$ cat src/rtl/quad_speed_meter_if.sv
// Encoder-side inputs and position/speed outputs of the quadrature speed meter.
interface quad_speed_meter_if #(
    parameter int unsigned POS_W = 32,
    parameter int unsigned PER_W = 26
);
    logic             A;
    logic             B;
    logic             clr;
    logic [POS_W-1:0] pos;
    logic             dir;
    logic [PER_W-1:0] period;
    logic             period_valid;
    logic             stalled;
    logic             err;

    modport master (
        output A, B, clr,
        input  pos, dir, period, period_valid, stalled, err
    );

    modport slave (
        input  A, B, clr,
        output pos, dir, period, period_valid, stalled, err
    );
endinterface

$ cat src/rtl/quad_speed_meter.sv
// x4 quadrature decoder with signed position, direction, edge-to-edge period
// measurement, stall detection and sticky illegal-transition flag.
module quad_speed_meter #(
    parameter int unsigned     POS_W   = 32,
    parameter int unsigned     PER_W   = 26,
    parameter logic [PER_W-1:0] TIMEOUT = 26'h3FFFFFF
) (
    input  logic              clk,
    input  logic              rst,
    quad_speed_meter_if.slave bus
);
    localparam logic [PER_W-1:0] PER_MAX = {PER_W{1'b1}};

    typedef enum logic [1:0] {INIT, ARMED, TRACK} state_t;

    state_t           state, state_nxt;
    logic             a_s1, a_s2, b_s1, b_s2;
    logic [1:0]       p;
    logic [1:0]       init_cnt;
    logic [PER_W-1:0] per_cnt, per_cnt_nxt;

    logic [POS_W-1:0] pos_q, pos_nxt;
    logic             dir_q, dir_nxt;
    logic [PER_W-1:0] period_q, period_nxt;
    logic             pv_q, pv_nxt;
    logic             stalled_q, stalled_nxt;
    logic             err_q, err_nxt;

    logic [1:0] s;
    logic [1:0] diff;
    logic       decode;
    logic       legal;
    logic       illegal;
    logic       fwd;

    assign s       = {a_s2, b_s2};
    assign diff    = s ^ p;
    assign decode  = (state != INIT);
    assign legal   = decode && (diff == 2'b01 || diff == 2'b10);
    assign illegal = decode && (diff == 2'b11);
    // Forward Gray order 00->01->11->10->00 reduces to p[1] != s[0]
    assign fwd     = p[1] ^ s[0];

    // Two-flop synchronisers and previous-state register
    always_ff @(posedge clk or posedge rst) begin
        if (rst) begin
            a_s1 <= 1'b0;
            a_s2 <= 1'b0;
            b_s1 <= 1'b0;
            b_s2 <= 1'b0;
            p    <= 2'b00;
        end else begin
            a_s1 <= bus.A;
            a_s2 <= a_s1;
            b_s1 <= bus.B;
            b_s2 <= b_s1;
            p    <= s;
        end
    end

    // State register; INIT holds until the cleared synchronisers carry real A/B
    always_ff @(posedge clk or posedge rst) begin
        if (rst) begin
            state    <= INIT;
            init_cnt <= 2'd0;
        end else begin
            state <= state_nxt;
            if (state == INIT && init_cnt != 2'd2)
                init_cnt <= init_cnt + 2'd1;
        end
    end

    // Next-state logic
    always_comb begin
        state_nxt = state;
        case (state)
            INIT:    if (init_cnt == 2'd2) state_nxt = ARMED;
            ARMED:   if (legal) state_nxt = TRACK;
            TRACK: begin
                if (illegal)                state_nxt = ARMED;
                else if (!legal && per_cnt >= TIMEOUT) state_nxt = ARMED;
            end
            default: state_nxt = INIT;
        endcase
    end

    // Output / datapath next values
    always_comb begin
        pos_nxt     = pos_q;
        dir_nxt     = dir_q;
        period_nxt  = period_q;
        pv_nxt      = 1'b0;
        stalled_nxt = stalled_q;
        err_nxt     = err_q;
        per_cnt_nxt = (per_cnt == PER_MAX) ? per_cnt : per_cnt + PER_W'(1);

        if (illegal) begin
            err_nxt = 1'b1;
        end else if (legal) begin
            per_cnt_nxt = PER_W'(1);
            pos_nxt     = fwd ? pos_q + POS_W'(1) : pos_q - POS_W'(1);
            dir_nxt     = fwd;
            stalled_nxt = 1'b0;
            if (state == TRACK && fwd == dir_q) begin
                period_nxt = per_cnt;
                pv_nxt     = 1'b1;
            end
        end else if (state == TRACK && per_cnt >= TIMEOUT) begin
            stalled_nxt = 1'b1;
        end

        if (bus.clr) begin
            pos_nxt = '0;
            err_nxt = 1'b0;
        end
    end

    // Registered outputs and interval counter
    always_ff @(posedge clk or posedge rst) begin
        if (rst) begin
            pos_q     <= '0;
            dir_q     <= 1'b1;
            period_q  <= '0;
            pv_q      <= 1'b0;
            stalled_q <= 1'b0;
            err_q     <= 1'b0;
            per_cnt   <= '0;
        end else begin
            pos_q     <= pos_nxt;
            dir_q     <= dir_nxt;
            period_q  <= period_nxt;
            pv_q      <= pv_nxt;
            stalled_q <= stalled_nxt;
            err_q     <= err_nxt;
            per_cnt   <= per_cnt_nxt;
        end
    end

    assign bus.pos          = pos_q;
    assign bus.dir          = dir_q;
    assign bus.period       = period_q;
    assign bus.period_valid = pv_q;
    assign bus.stalled      = stalled_q;
    assign bus.err          = err_q;
endmodule
$ cat src/flat_wrapper.sv
// flat-port wrapper written by rule: the top's interface ports become plain ports
module quad_speed_meter_flat 
#(
    parameter int unsigned     POS_W   = 32,
    parameter int unsigned     PER_W   = 26,
    parameter logic [PER_W-1:0] TIMEOUT = 26'h3FFFFFF
)
  (clk, rst, bus_A, bus_B, bus_clr, bus_pos, bus_dir, bus_period, bus_period_valid, bus_stalled, bus_err);
  quad_speed_meter_if #(.POS_W(POS_W), .PER_W(PER_W)) bus_i ();
  input  logic clk;
  input  logic rst;
  input wire logic [$bits(bus_i.A)-1:0] bus_A;
  input wire logic [$bits(bus_i.B)-1:0] bus_B;
  input wire logic [$bits(bus_i.clr)-1:0] bus_clr;
  output wire logic [$bits(bus_i.pos)-1:0] bus_pos;
  output wire logic [$bits(bus_i.dir)-1:0] bus_dir;
  output wire logic [$bits(bus_i.period)-1:0] bus_period;
  output wire logic [$bits(bus_i.period_valid)-1:0] bus_period_valid;
  output wire logic [$bits(bus_i.stalled)-1:0] bus_stalled;
  output wire logic [$bits(bus_i.err)-1:0] bus_err;
  assign bus_i.A = bus_A;
  assign bus_i.B = bus_B;
  assign bus_i.clr = bus_clr;
  assign bus_pos = bus_i.pos;
  assign bus_dir = bus_i.dir;
  assign bus_period = bus_i.period;
  assign bus_period_valid = bus_i.period_valid;
  assign bus_stalled = bus_i.stalled;
  assign bus_err = bus_i.err;
  quad_speed_meter #(.POS_W(POS_W), .PER_W(PER_W), .TIMEOUT(TIMEOUT)) u_core (.clk(clk), .rst(rst), .bus(bus_i));
endmodule
$ cat config.mk
export PLATFORM = sky130hd
export DESIGN_NAME = quad_speed_meter_flat
export DESIGN_NICKNAME = d
export VERILOG_FILES = /design/src/rtl/quad_speed_meter_if.sv /design/src/rtl/quad_speed_meter.sv /design/src/flat_wrapper.sv
export SDC_FILE = /design/constraint.sdc
export NUM_CORES = 1
export LEC_CHECK = 0
export CORE_ASPECT_RATIO = 0.5
export CORE_MARGIN = 2
export CORE_UTILIZATION = 60
export CTS_CLUSTER_DIAMETER = 200
export DETAILED_ROUTE_END_ITERATION = 10
export GPL_TIMING_DRIVEN = 0
export PLACE_DENSITY = 0.82
export SYNTH_ARGS = -nofsm -noshare
export SYNTH_HDL_FRONTEND = slang
export SYNTH_SLANG_ARGS = --single-unit
$ cat constraint.sdc
create_clock -name clk -period 11 [get_ports clk]
set_input_delay 1.1 -clock clk [delete_from_list [all_inputs] [get_ports clk]]
set_output_delay 1.1 -clock clk [all_outputs]
set_load 0.05 [all_outputs]
==> flow_metrics.py, run 1 <==
metrics = {
    "setup_path": {
        "crit_slowest_cell": "a211oi_1",
        "ff2ff_setup_slack_ps": 5980,
        "ff2ff_path_depth": 15,
        "r2r-start": "u_core.b_s2",
        "path_cells": "xor2_1 > buf_4 > buf_2 > clkbuf_1 > buf_2 > xnor2_1 > ha_1 > clkbuf_1 > and4_1 > and2_1 > o21ai_0 > a211oi_1 > nand3_1 > mux2i_1 > mux2_2",
        "critPathKind": "reg -> reg",
        "cp-end-kind": "flip-flop",
        "max_stage_delay_ps": 590,
        "required_ps": 11230,
        "regToRegEndpoint": "u_core.bus.pos[26]",
        "crit_fanout": 10,
        "cp.arrival_ps": 5250,
        "start_kind": "flip-flop",
    },
    "die": {
        "start_util": 0.611,
        "dieArea_sq_um": 10400,
        "dieHeight_um": 73.0,
        "io_pins": 67,
        "core_sq_um": 9350,
        "dieWidth_um": 142,
        "rows": 25,
    },
    "clock_network": {
        "cts_buffers": 9,
        "clk-insertion-delay-late_ps": 340,
        "cts_tree": "yes",
        "hold_buffers": 0,
        "cts_resized": 0,
        "cts-htree-levels": 3,
        "cts.sinks": 98,
        "cts_setup_buffers": 0,
        "clkTransAtPathRegs_ps": 70,
        "clockBufferDepth": 2,
        "cts_root_buf": "clkbuf_16",
    },
    "drt": {
        "wl_per_cell_um": 18.6,
        "drc": 0,
        "routed_wl_um": 16500,
        "post_drt_via_cell_ratio": 6.14,
        "postRouteAntennaNets": 0,
        "drt_iter0_drc": 466,
        "vias": 5444,
        "drt_pass1_iterations": 5,
    },
    "sta": {
        "relSlewSlack": 0.439,
        "post-route-period-util": 0.456,
        "setup_violations": 0,
        "grt_setup_unrepaired": "no",
        "drv_slew": 0,
        "setup_tns_ps": 0,
        "clock_skew_ps": 8.84,
        "worstMarginPinSlew_ps": 820,
        "max_freq_mhz": 199,
        "min_period_ps": 5020,
        "finalHoldViolCount": 0,
    },
    "yosys": {
        "synthArstFlopShare": 1.00,
        "synth_edf_count": 0,
        "yosys_warnings": 0,
        "yosysSeqAreaShare": 0.429,
        "synth_area_sq_um": 5720,
        "synth_ff_type": "dfrtp_1",
        "syn-num-nets": 693,
        "synth_seq_cells": 98,
        "syn_avg_cell_area_sq_um": 8.38,
        "yosysUniqueCellTypes": 62,
        "synthCells": 682,
    },
    "min_path": {
        "min_to": "u_core.a_s2",
        "min_from": "u_core.a_s1",
        "worstHoldPathCells": 0,
        "hold_class": "reg -> reg",
    },
    "run": {
        "cap_violations": 0,
    },
    "placement": {
        "port_buffers": 66,
        "hpwl_um": 11900,
        "gp_congestion": 0.903,
    },
    "grt": {
        "grt_pass1_wl_um": 26400,
        "track_usage": 0.326,
        "grt_max_degree": 56,
        "grt_pass1_vias": 5157,
        "antenna_found_initial": 0,
        "grt-ovfl-total": 0,
    },
    "power_and_ir_drop": {
        "p_leak_nw": 3.02,
        "irDropWorstVdd_v": 0.000110,
        "pwr-share-comb": 0.538,
        "power_density_nw_per_um2": 257,
        "swShare": 0.474,
        "pwr-share-clk": 0.191,
        "power_switching_w": 0.000839,
        "p_int_w": 0.000930,
        "seqPwrFrac": 0.270,
    },
    "final_layout": {
        "drive_gt1_frac": 0.0588,
        "synthToLayoutAreaGrowth_pct": 20.2,
        "fin_util": 0.735,
        "final_nets": 771,
        "antenna_cells": 0,
    },
    "run_status": {
        "status": "finished, final reports clean",
    },
}
[synth_stat cells, types with 3 or more instances]
master    count  area share
a211oi_1      3      0.0039
a21oi_1      19       0.017
a31o_2        4      0.0061
a31oi_1       6      0.0066
and2_1        9      0.0098
and3_1       14       0.015
and4_1        9       0.014
buf_1         3      0.0020
buf_2         8      0.0070
clkbuf_1     37       0.024
dfrtp_1      97        0.42
ha_1          6       0.013
inv_1         9      0.0059
mux2i_1       9       0.016
nand2_1     119       0.078
nand2b_1      3      0.0033
nand3_1      35       0.031
nand3b_1      3      0.0039
nand4_1      19       0.021
nor2_1       82       0.054
nor2b_1       6      0.0066
nor3_1       22       0.019
nor4_1       15       0.016
o211ai_1      3      0.0039
o21ai_0      31       0.027
o22ai_1       7      0.0077
or3_1         7      0.0077
or4_1         3      0.0039
xnor2_1      26       0.040
xor2_1       26       0.040
[cells by family (layout without fill, tap and decap cells)]
logic type,count (synthesis),in the layout,synth area share
adder cells (fa/ha/maj),6,6,0.0131
flip-flops,98,98,0.429
multiplexers,11,11,0.0204
XOR/XNOR,52,52,0.0797
buffers and inverters,59,142,0.0411
AO/OA/AOI/OAI,100,100,0.115
AND/OR/NAND/NOR,356,356,0.302
[how the worst max path moves through the flow]
stage                            endpoint         from  cells past startpoint
CTS                    u_core.bus.pos[26]  u_core.b_s2                     15
floorplan                     u_core.a_s1          rst                      1
detailed placement     u_core.bus.pos[26]  u_core.b_s2                     15
finish                 u_core.bus.pos[26]  u_core.b_s2                     15
global route           u_core.bus.pos[26]  u_core.b_s2                     15
global placement    u_core.bus.period[17]          rst                      2
[flip-flops by register name, indices dropped and copies added (netlist names)]
signal / flops
u_core.a_s1: 1
u_core.a_s2: 1
u_core.b_s1: 1
u_core.b_s2: 1
u_core.bus.dir: 1
u_core.bus.err: 1
u_core.bus.period: 26
u_core.bus.period_valid: 1
u_core.bus.pos: 32
u_core.bus.stalled: 1
u_core.init_cnt: 2
u_core.p: 2
u_core.per_cnt: 26
u_core.state: 2
[worst max-delay path, delay by kind of cell, from the launching register on]
kind,cells,cell delay (ps)
buffers and inverters,5,1730
AOI/OAI and AO/OA,2,700
and+or+nand+nor,3,670
muxes,2,640
xor gates and xnor gates,2,570
DFF,1,410
adders and majority gates,1,170
[power by group through the flow]
stage / Clock, W / Combinational (W) / Sequential (W)
finish: 0.000338 / 0.000952 / 0.000479
CTS: 0.000341 / 0.000936 / 0.000477
floorplan: 0 / 0.000512 / 0.000633
global placement: 0 / 0.000918 / 0.000480
global route: 0.000355 / 0.00102 / 0.000487
detailed placement: 0 / 0.000927 / 0.000484
[cell usage in the layout, fill, tap and decap left out, drive strengths merged, types with 7 or more instances in the layout]
master and n:
nand2 119, dfrtp 97, nor2 82, clkdlybuf4s50 66, clkbuf 47, nand3 36
o21ai 33, xor2 26, xnor2 26, nor3 22, nand4 19, a21oi 19
nor4 15, and3 14, buf 13, inv 12, mux2i 9, and4 9
and2 9, o22ai 8, or3 7
[cell type report]
| cell class | instances | area [sq um] |
|---|---|---|
| Buffer | 49 | 198 |
| Clock buffer | 10 | 239 |
| Clock inverter | 6 | 83.8 |
| Fill cell | 698 | 2480 |
| Inverter | 10 | 40.0 |
| Multi-Input combinational cell | 525 | 3030 |
| Sequential cell | 98 | 2450 |
| Tap cell | 121 | 151 |
| Timing Repair Buffer | 67 | 681 |
[routing by layer]
layer / track usage / vias to the layer above / share of wire
met5: 0 / - / 0
met4: 0.0800 / 0 / 0.016
met3: 0.0617 / 27 / 0.069
met2: 0.563 / 225 / 0.49
met1: 0.432 / 2661 / 0.43
li1: - / 2531 / -
[through the flow]
stage	worst slack [ps]	cells	power, W	hold WS, ps	instance area, sq um
finish	5980	886	0.00177	357	6870
global route	5940	886	0.00186	367	6870
CTS	6190	886	0.00175	359	6870
detailed placement	6210	870	0.00141	350	6550
global placement	5970	869	0.00140	335	6530
floorplan	7340	682	0.00114	331	5720
Power figures use the tool's default switching activity.
==> run 2: changes to the inputs <==
--- a/config.mk
+++ b/config.mk
@@ -7,11 +7,11 @@
 export LEC_CHECK = 0
 export CORE_ASPECT_RATIO = 0.5
 export CORE_MARGIN = 2
-export CORE_UTILIZATION = 60
+export CORE_UTILIZATION = 57
 export CTS_CLUSTER_DIAMETER = 200
 export DETAILED_ROUTE_END_ITERATION = 10
 export GPL_TIMING_DRIVEN = 0
-export PLACE_DENSITY = 0.82
+export PLACE_DENSITY = 0.78
 export SYNTH_ARGS = -nofsm -noshare
 export SYNTH_HDL_FRONTEND = slang
 export SYNTH_SLANG_ARGS = --single-unit
==> constraint.sdc (replaced) <==
create_clock -name clk -period 4.85 [get_ports clk]
set_input_delay 0.485 -clock clk [delete_from_list [all_inputs] [get_ports clk]]
set_output_delay 0.485 -clock clk [all_outputs]
set_load 0.05 [all_outputs]
==> run 2 against run 1 <==
  * Via count decreased by 2.2%
  * Global-route usage decreased by 2.8 points
  * Sequential cell count unchanged
  * Clock power increased by 110%
  * Worst hold slack got worse by 5.0 ps
  * Sequential share of layout area about the same
  * Clock skew increased by 0.82 ps
  * First-iteration DRC count decreased by 3.0%
  * Critical endpoint is now u_core.bus.pos[28]
  * Register-to-register slack got worse by 5700 ps
  * Highest routed layer unchanged
==> flow_metrics.py, run 2 (synthesized netlist as in run 1, its figures left out) <==
metrics = {
    "power_and_ir_drop": {
        "irDropWorstVdd_v": 0.000243,
        "pwr-share-clk": 0.182,
        "seqPwrFrac": 0.276,
        "power_density_nw_per_um2": 572,
        "p_leak_nw": 3.01,
        "swShare": 0.480,
        "p_int_w": 0.00205,
        "power_switching_w": 0.00189,
        "pwr-share-comb": 0.543,
    },
    "placement": {
        "placed_area_sq_um": 6580,
        "port_buffers": 66,
        "pre_cts_ws_ps": 54.7,
        "gp_congestion": 0.928,
        "hpwl_um": 11300,
    },
    "grt": {
        "grt_pass1_vias": 4957,
        "top_usage_layer": "met2",
        "antenna_found_initial": 0,
        "track_usage": 0.298,
        "grt_max_degree": 53,
        "gr-usage-met3": 0.0545,
        "grt_pass1_wl_um": 25500,
        "grt-ovfl-total": 0,
        "grtUsageMet1": 0.404,
        "grt.met2_usage": 0.509,
    },
    "sta": {
        "finalHoldViolCount": 0,
        "setup_tns_ps": 0,
        "max_freq_mhz": 217,
        "setup_violations": 0,
        "drv_slew": 0,
        "min_period_ps": 4610,
        "grt_setup_unrepaired": "no",
        "setup_slack_ps": 240,
        "post-route-period-util": 0.950,
        "relSlewSlack": 0.363,
        "worstMarginPinSlew_ps": 946,
        "clock_skew_ps": 9.65,
    },
    "final_layout": {
        "layout_commonest_cell": "nand2_1",
        "antenna_cells": 0,
        "final_nets": 771,
        "design_area_sq_um": 6880,
        "synthToLayoutAreaGrowth_pct": 20.3,
        "mostFrequentLayoutCells": "119 x nand2_1, 97 x dfrtp_1, 82 x nor2_1",
        "drive_gt1_frac": 0.0614,
        "nFillCells": 762,
        "largest_register_ffs": 32,
    },
    "clock_network": {
        "cts-htree-levels": 3,
        "clockBufferDepth": 2,
        "cts_tree": "yes",
        "cts_buffers": 9,
        "clkTransAtPathRegs_ps": 70,
        "cts_resized": 0,
        "hold_buffers": 0,
        "clk-insertion-delay-late_ps": 350,
        "cts.sinks": 98,
        "cts_setup_buffers": 0,
        "cts_root_buf": "clkbuf_16",
    },
    "setup_path": {
        "start_kind": "flip-flop",
        "critPathKind": "reg -> reg",
        "crit_fanout": 10,
        "cp.arrival_ps": 4820,
        "required_ps": 5060,
        "cp-end-kind": "flip-flop",
    },
    "drt": {
        "drt_pass1_iterations": 5,
        "drc": 0,
        "routed_wl_um": 15900,
        "drt_iter0_drc": 452,
        "wl_per_cell_um": 17.6,
        "vias": 5325,
        "post_drt_via_cell_ratio": 5.92,
        "postRouteAntennaNets": 0,
    },
    "min_path": {
        "hold_class": "reg -> reg",
    },
    "die": {
        "rows": 25,
        "dieHeight_um": 74.8,
        "start_util": 0.595,
        "io_pins": 67,
        "dieArea_sq_um": 10900,
        "dieWidth_um": 146,
        "core_sq_um": 9600,
    },
    "run": {
        "cap_violations": 0,
    },
    "run_status": {
        "status": "finished, final reports clean",
    },
}
[run 2: cell count changes in the layout (fill, tap and decap cells not counted)]
cell and delta:
bufinv_16 -1, clkinvlp_4 +1, inv_6 +2, clkbuf_1 -1, buf_16 +1, clkbuf_8 -1
buf_12 -1, a211oi_2 +1, a211oi_1 -1, clkinv_4 -1, clkbuf_2 +1
[run 2: layer usage]
layer / part of all wire / vias up
li1: - / 2531
met1: 0.44 / 2521
met2: 0.47 / 238
met3: 0.074 / 35
met5: 0 / -
met4: 0.020 / 0
[run 2: final cells by class]
type	instances	area [sq um]	area share
clock inverters	7	70.1	0.0102
plain buffers	49	199	0.0289
well taps	135	169	0.0246
flip-flops and latches	98	2450	0.357
multi-input cells	525	3030	0.441
inverters	10	40.0	0.00582
clock buffers	9	225	0.0327
repair buffers	67	688	0.100
[run 2: path summary, 6_finish.rpt]
path	endpoint	slack, ps	from	depth (start not counted)
worst min-delay path	u_core.b_s2	350	u_core.b_s1	0
worst max register to register	u_core.bus.pos[28]	240	u_core.b_s2	14
min in group asynchronous	u_core.bus.pos[3]	570	rst	2
worst max-delay path	u_core.bus.pos[28]	240	u_core.b_s2	14
max in group asynchronous	u_core.bus.dir	3570	rst	3
worst min register to register	u_core.b_s2	350	u_core.b_s1	0
[run 2: stage by stage]
step           total power (W)  std cells  hold WS [ps]  utilization
2_1_floorplan          0.00260        682           331            -
3_3_place_gp           0.00315        883           336        0.682
3_5_place_dp           0.00318        884           336        0.685
4_1_cts                0.00390        900           355        0.716
5_1_grt                0.00415        900           362        0.716
6_report               0.00393        900           352        0.716
[run 2: worst max-delay path, stage by stage, from the launching register on]
cell      delay, ps
dfrtp_1         410
xor2_1          400
buf_4           280
buf_2           280
clkbuf_2        310
buf_2           310
xnor2_1         150
ha_1            150
clkbuf_1        360
and4_1          330
nand3_1         220
or4b_2          790
o22ai_1         270
xnor2_1         150
nor2_1           60
[run 2: power groups by stage]
stage	sequential [W]	clock, W	combinational [W]
after global routing	0.00111	0.000754	0.00229
after CTS	0.00108	0.000726	0.00210
after floorplan	0.00144	0	0.00116
after detailed placement	0.00109	0	0.00208
final	0.00108	0.000714	0.00214
after global placement	0.00109	0	0.00206
==> run 3: changes to the inputs <==
==> constraint.sdc (replaced) <==
create_clock -name clk -period 4.5 [get_ports clk]
set_input_delay 0.45 -clock clk [delete_from_list [all_inputs] [get_ports clk]]
set_output_delay 0.45 -clock clk [all_outputs]
set_load 0.05 [all_outputs]
==> run 3 against run 2 <==
  * Worst hold slack barely moved
  * Clock power rose by 8.1%
  * Via count rose by 0.66%
  * Fmax rose by 7.0%
  * Sequential share of layout area barely moved
  * Non-clock buffer count fell by 1
  * Critical path depth fell by 1
  * Final cell count fell by 0.11%
  * Clock skew barely moved
  * Critical endpoint unchanged
  * Highest routed layer unchanged
==> flow_metrics.py, run 3 (synthesized netlist as in run 1, its figures left out) <==
metrics = {
    "run_status": {
        "status": "finished, final reports clean",
    },
    "setup_path": {
        "critPathKind": "reg -> reg",
        "required_ps": 4710,
        "path_cells": "xor2_2 > buf_4 > buf_2 > clkbuf_2 > buf_2 > xnor2_1 > ha_2 > and4_1 > nand3_1 > or4b_2 > o22ai_1 > xnor2_1 > nor2_1",
        "max_stage_delay_ps": 780,
        "crit_buf_inv": 4,
        "cpLargestDelayFamily": "simple AND/OR/NAND/NOR gates",
        "crit_slowest_cell": "or4b_2",
        "start_kind": "flip-flop",
        "cp.arrival_ps": 4520,
        "cp-end-kind": "flip-flop",
        "ff2ff_setup_slack_ps": 190,
        "crit_fanout": 10,
    },
    "clock_network": {
        "cts-htree-levels": 3,
        "cts.sinks": 98,
        "clk-insertion-delay-late_ps": 350,
        "clockBufferDepth": 2,
        "cts_root_buf": "clkbuf_16",
        "cts_buffers": 9,
        "hold_buffers": 0,
        "cts_tree": "yes",
        "clkTransAtPathRegs_ps": 70,
    },
    "drt": {
        "wl_per_cell_um": 17.8,
        "topRoutingLayerUsed": "met4",
        "drt_pass1_iterations": 5,
        "wl_met3_um": 1090,
        "drt_iter0_drc": 460,
        "postRouteAntennaNets": 0,
        "routed_wl_um": 16000,
        "vias": 5360,
        "post_drt_via_cell_ratio": 5.96,
        "drc": 0,
        "wl_met1_um": 7070,
        "wl_met2_um": 7520,
    },
    "final_layout": {
        "synthToLayoutAreaGrowth_pct": 20.4,
        "antenna_cells": 0,
        "nFillCells": 760,
        "drive_gt1_frac": 0.0641,
        "mostFrequentLayoutCells": "119 x nand2_1, 97 x dfrtp_1, 82 x nor2_1",
        "final_nets": 770,
        "stdcell_count": 899,
        "layout_commonest_cell": "nand2_1",
        "design_area_sq_um": 6880,
        "largest_register_ffs": 32,
    },
    "placement": {
        "pre_cts_ws_ps": -295,
        "hpwl_um": 11300,
        "dpl.cell_count": 884,
        "port_buffers": 66,
        "gp_congestion": 0.928,
        "placed_area_sq_um": 6580,
    },
    "sta": {
        "min_period_ps": 4310,
        "max_freq_mhz": 232,
        "clock_skew_ps": 9.80,
        "finalHoldViolCount": 0,
        "setup_violations": 0,
        "post-route-period-util": 0.957,
        "relSlewSlack": 0.376,
        "setup_slack_ps": 193,
        "grt_setup_unrepaired": "no",
        "worstMarginPinSlew_ps": 912,
        "setup_tns_ps": 0,
        "drv_slew": 0,
    },
    "grt": {
        "track_usage": 0.298,
        "grt-ovfl-total": 0,
        "antenna_found_initial": 0,
        "grt_pass1_vias": 4957,
        "grt_pass1_wl_um": 25500,
        "grt_max_degree": 53,
    },
    "power_and_ir_drop": {
        "p_leak_nw": 3.00,
        "irDropWorstVdd_v": 0.000261,
        "power_density_nw_per_um2": 617,
        "p_total_w": 0.00425,
    },
    "die": {
        "dieHeight_um": 74.8,
        "rows": 25,
        "io_pins": 67,
        "dieWidth_um": 146,
        "start_util": 0.595,
        "core_sq_um": 9600,
        "dieArea_sq_um": 10900,
    },
    "min_path": {
        "hold_class": "reg -> reg",
    },
    "run": {
        "cap_violations": 0,
    },
}
==> run 3: cell count changes in the layout (fill, tap and decap cells not counted), sizes merged <==
cell | previous run | this run
clkbuf | 46 | 45
==> run 3: routing by layer <==
metal,track usage,vias up
met2,0.509,248
met3,0.0545,32
met5,0,-
li1,-,2533
met4,0.0784,0
met1,0.404,2547
==> run 3: worst paths after layout <==
kind                              from                 end  depth (start not counted)
setup / recovery           u_core.b_s2  u_core.bus.pos[28]                         13
max in group asynchronous          rst      u_core.bus.dir                          3
min in group asynchronous          rst   u_core.bus.pos[0]                          2
setup reg to reg           u_core.b_s2  u_core.bus.pos[28]                         13
hold / removal             u_core.b_s1         u_core.b_s2                          0
hold reg to reg            u_core.b_s1         u_core.b_s2                          0
==> run 3: what timing repair did <==
item	CTS	global route
setup buffers	0	0
setup endpoints to repair	5	5
endpoints found under the hold margin	0	0
resized for setup	2	2
==> run 3: metrics by stage <==
step,util,hold WS [ps]
floorplan,-,331
global placement,0.682,336
detailed placement,0.685,336
CTS,0.716,355
global route,0.717,362
finish,0.717,352
==> run 3: power by group <==
part           switching, W  total, W  internal, W
clock network      0.000381  0.000772     0.000391
registers          0.000146   0.00117      0.00102
logic               0.00152   0.00231     0.000793
total               0.00204   0.00425      0.00221
==> run 3: area by class of cell <==
class | count | area (sq um) | area share
sequential | 98 | 2450 | 0.356
timing repair buffer | 67 | 688 | 0.100
buffer | 48 | 195 | 0.0284
clock inverter | 7 | 70.1 | 0.0102
multi-input combinational | 525 | 3040 | 0.442
tap | 135 | 169 | 0.0245
clock buffer | 9 | 225 | 0.0327
inverter | 10 | 40.0 | 0.00582
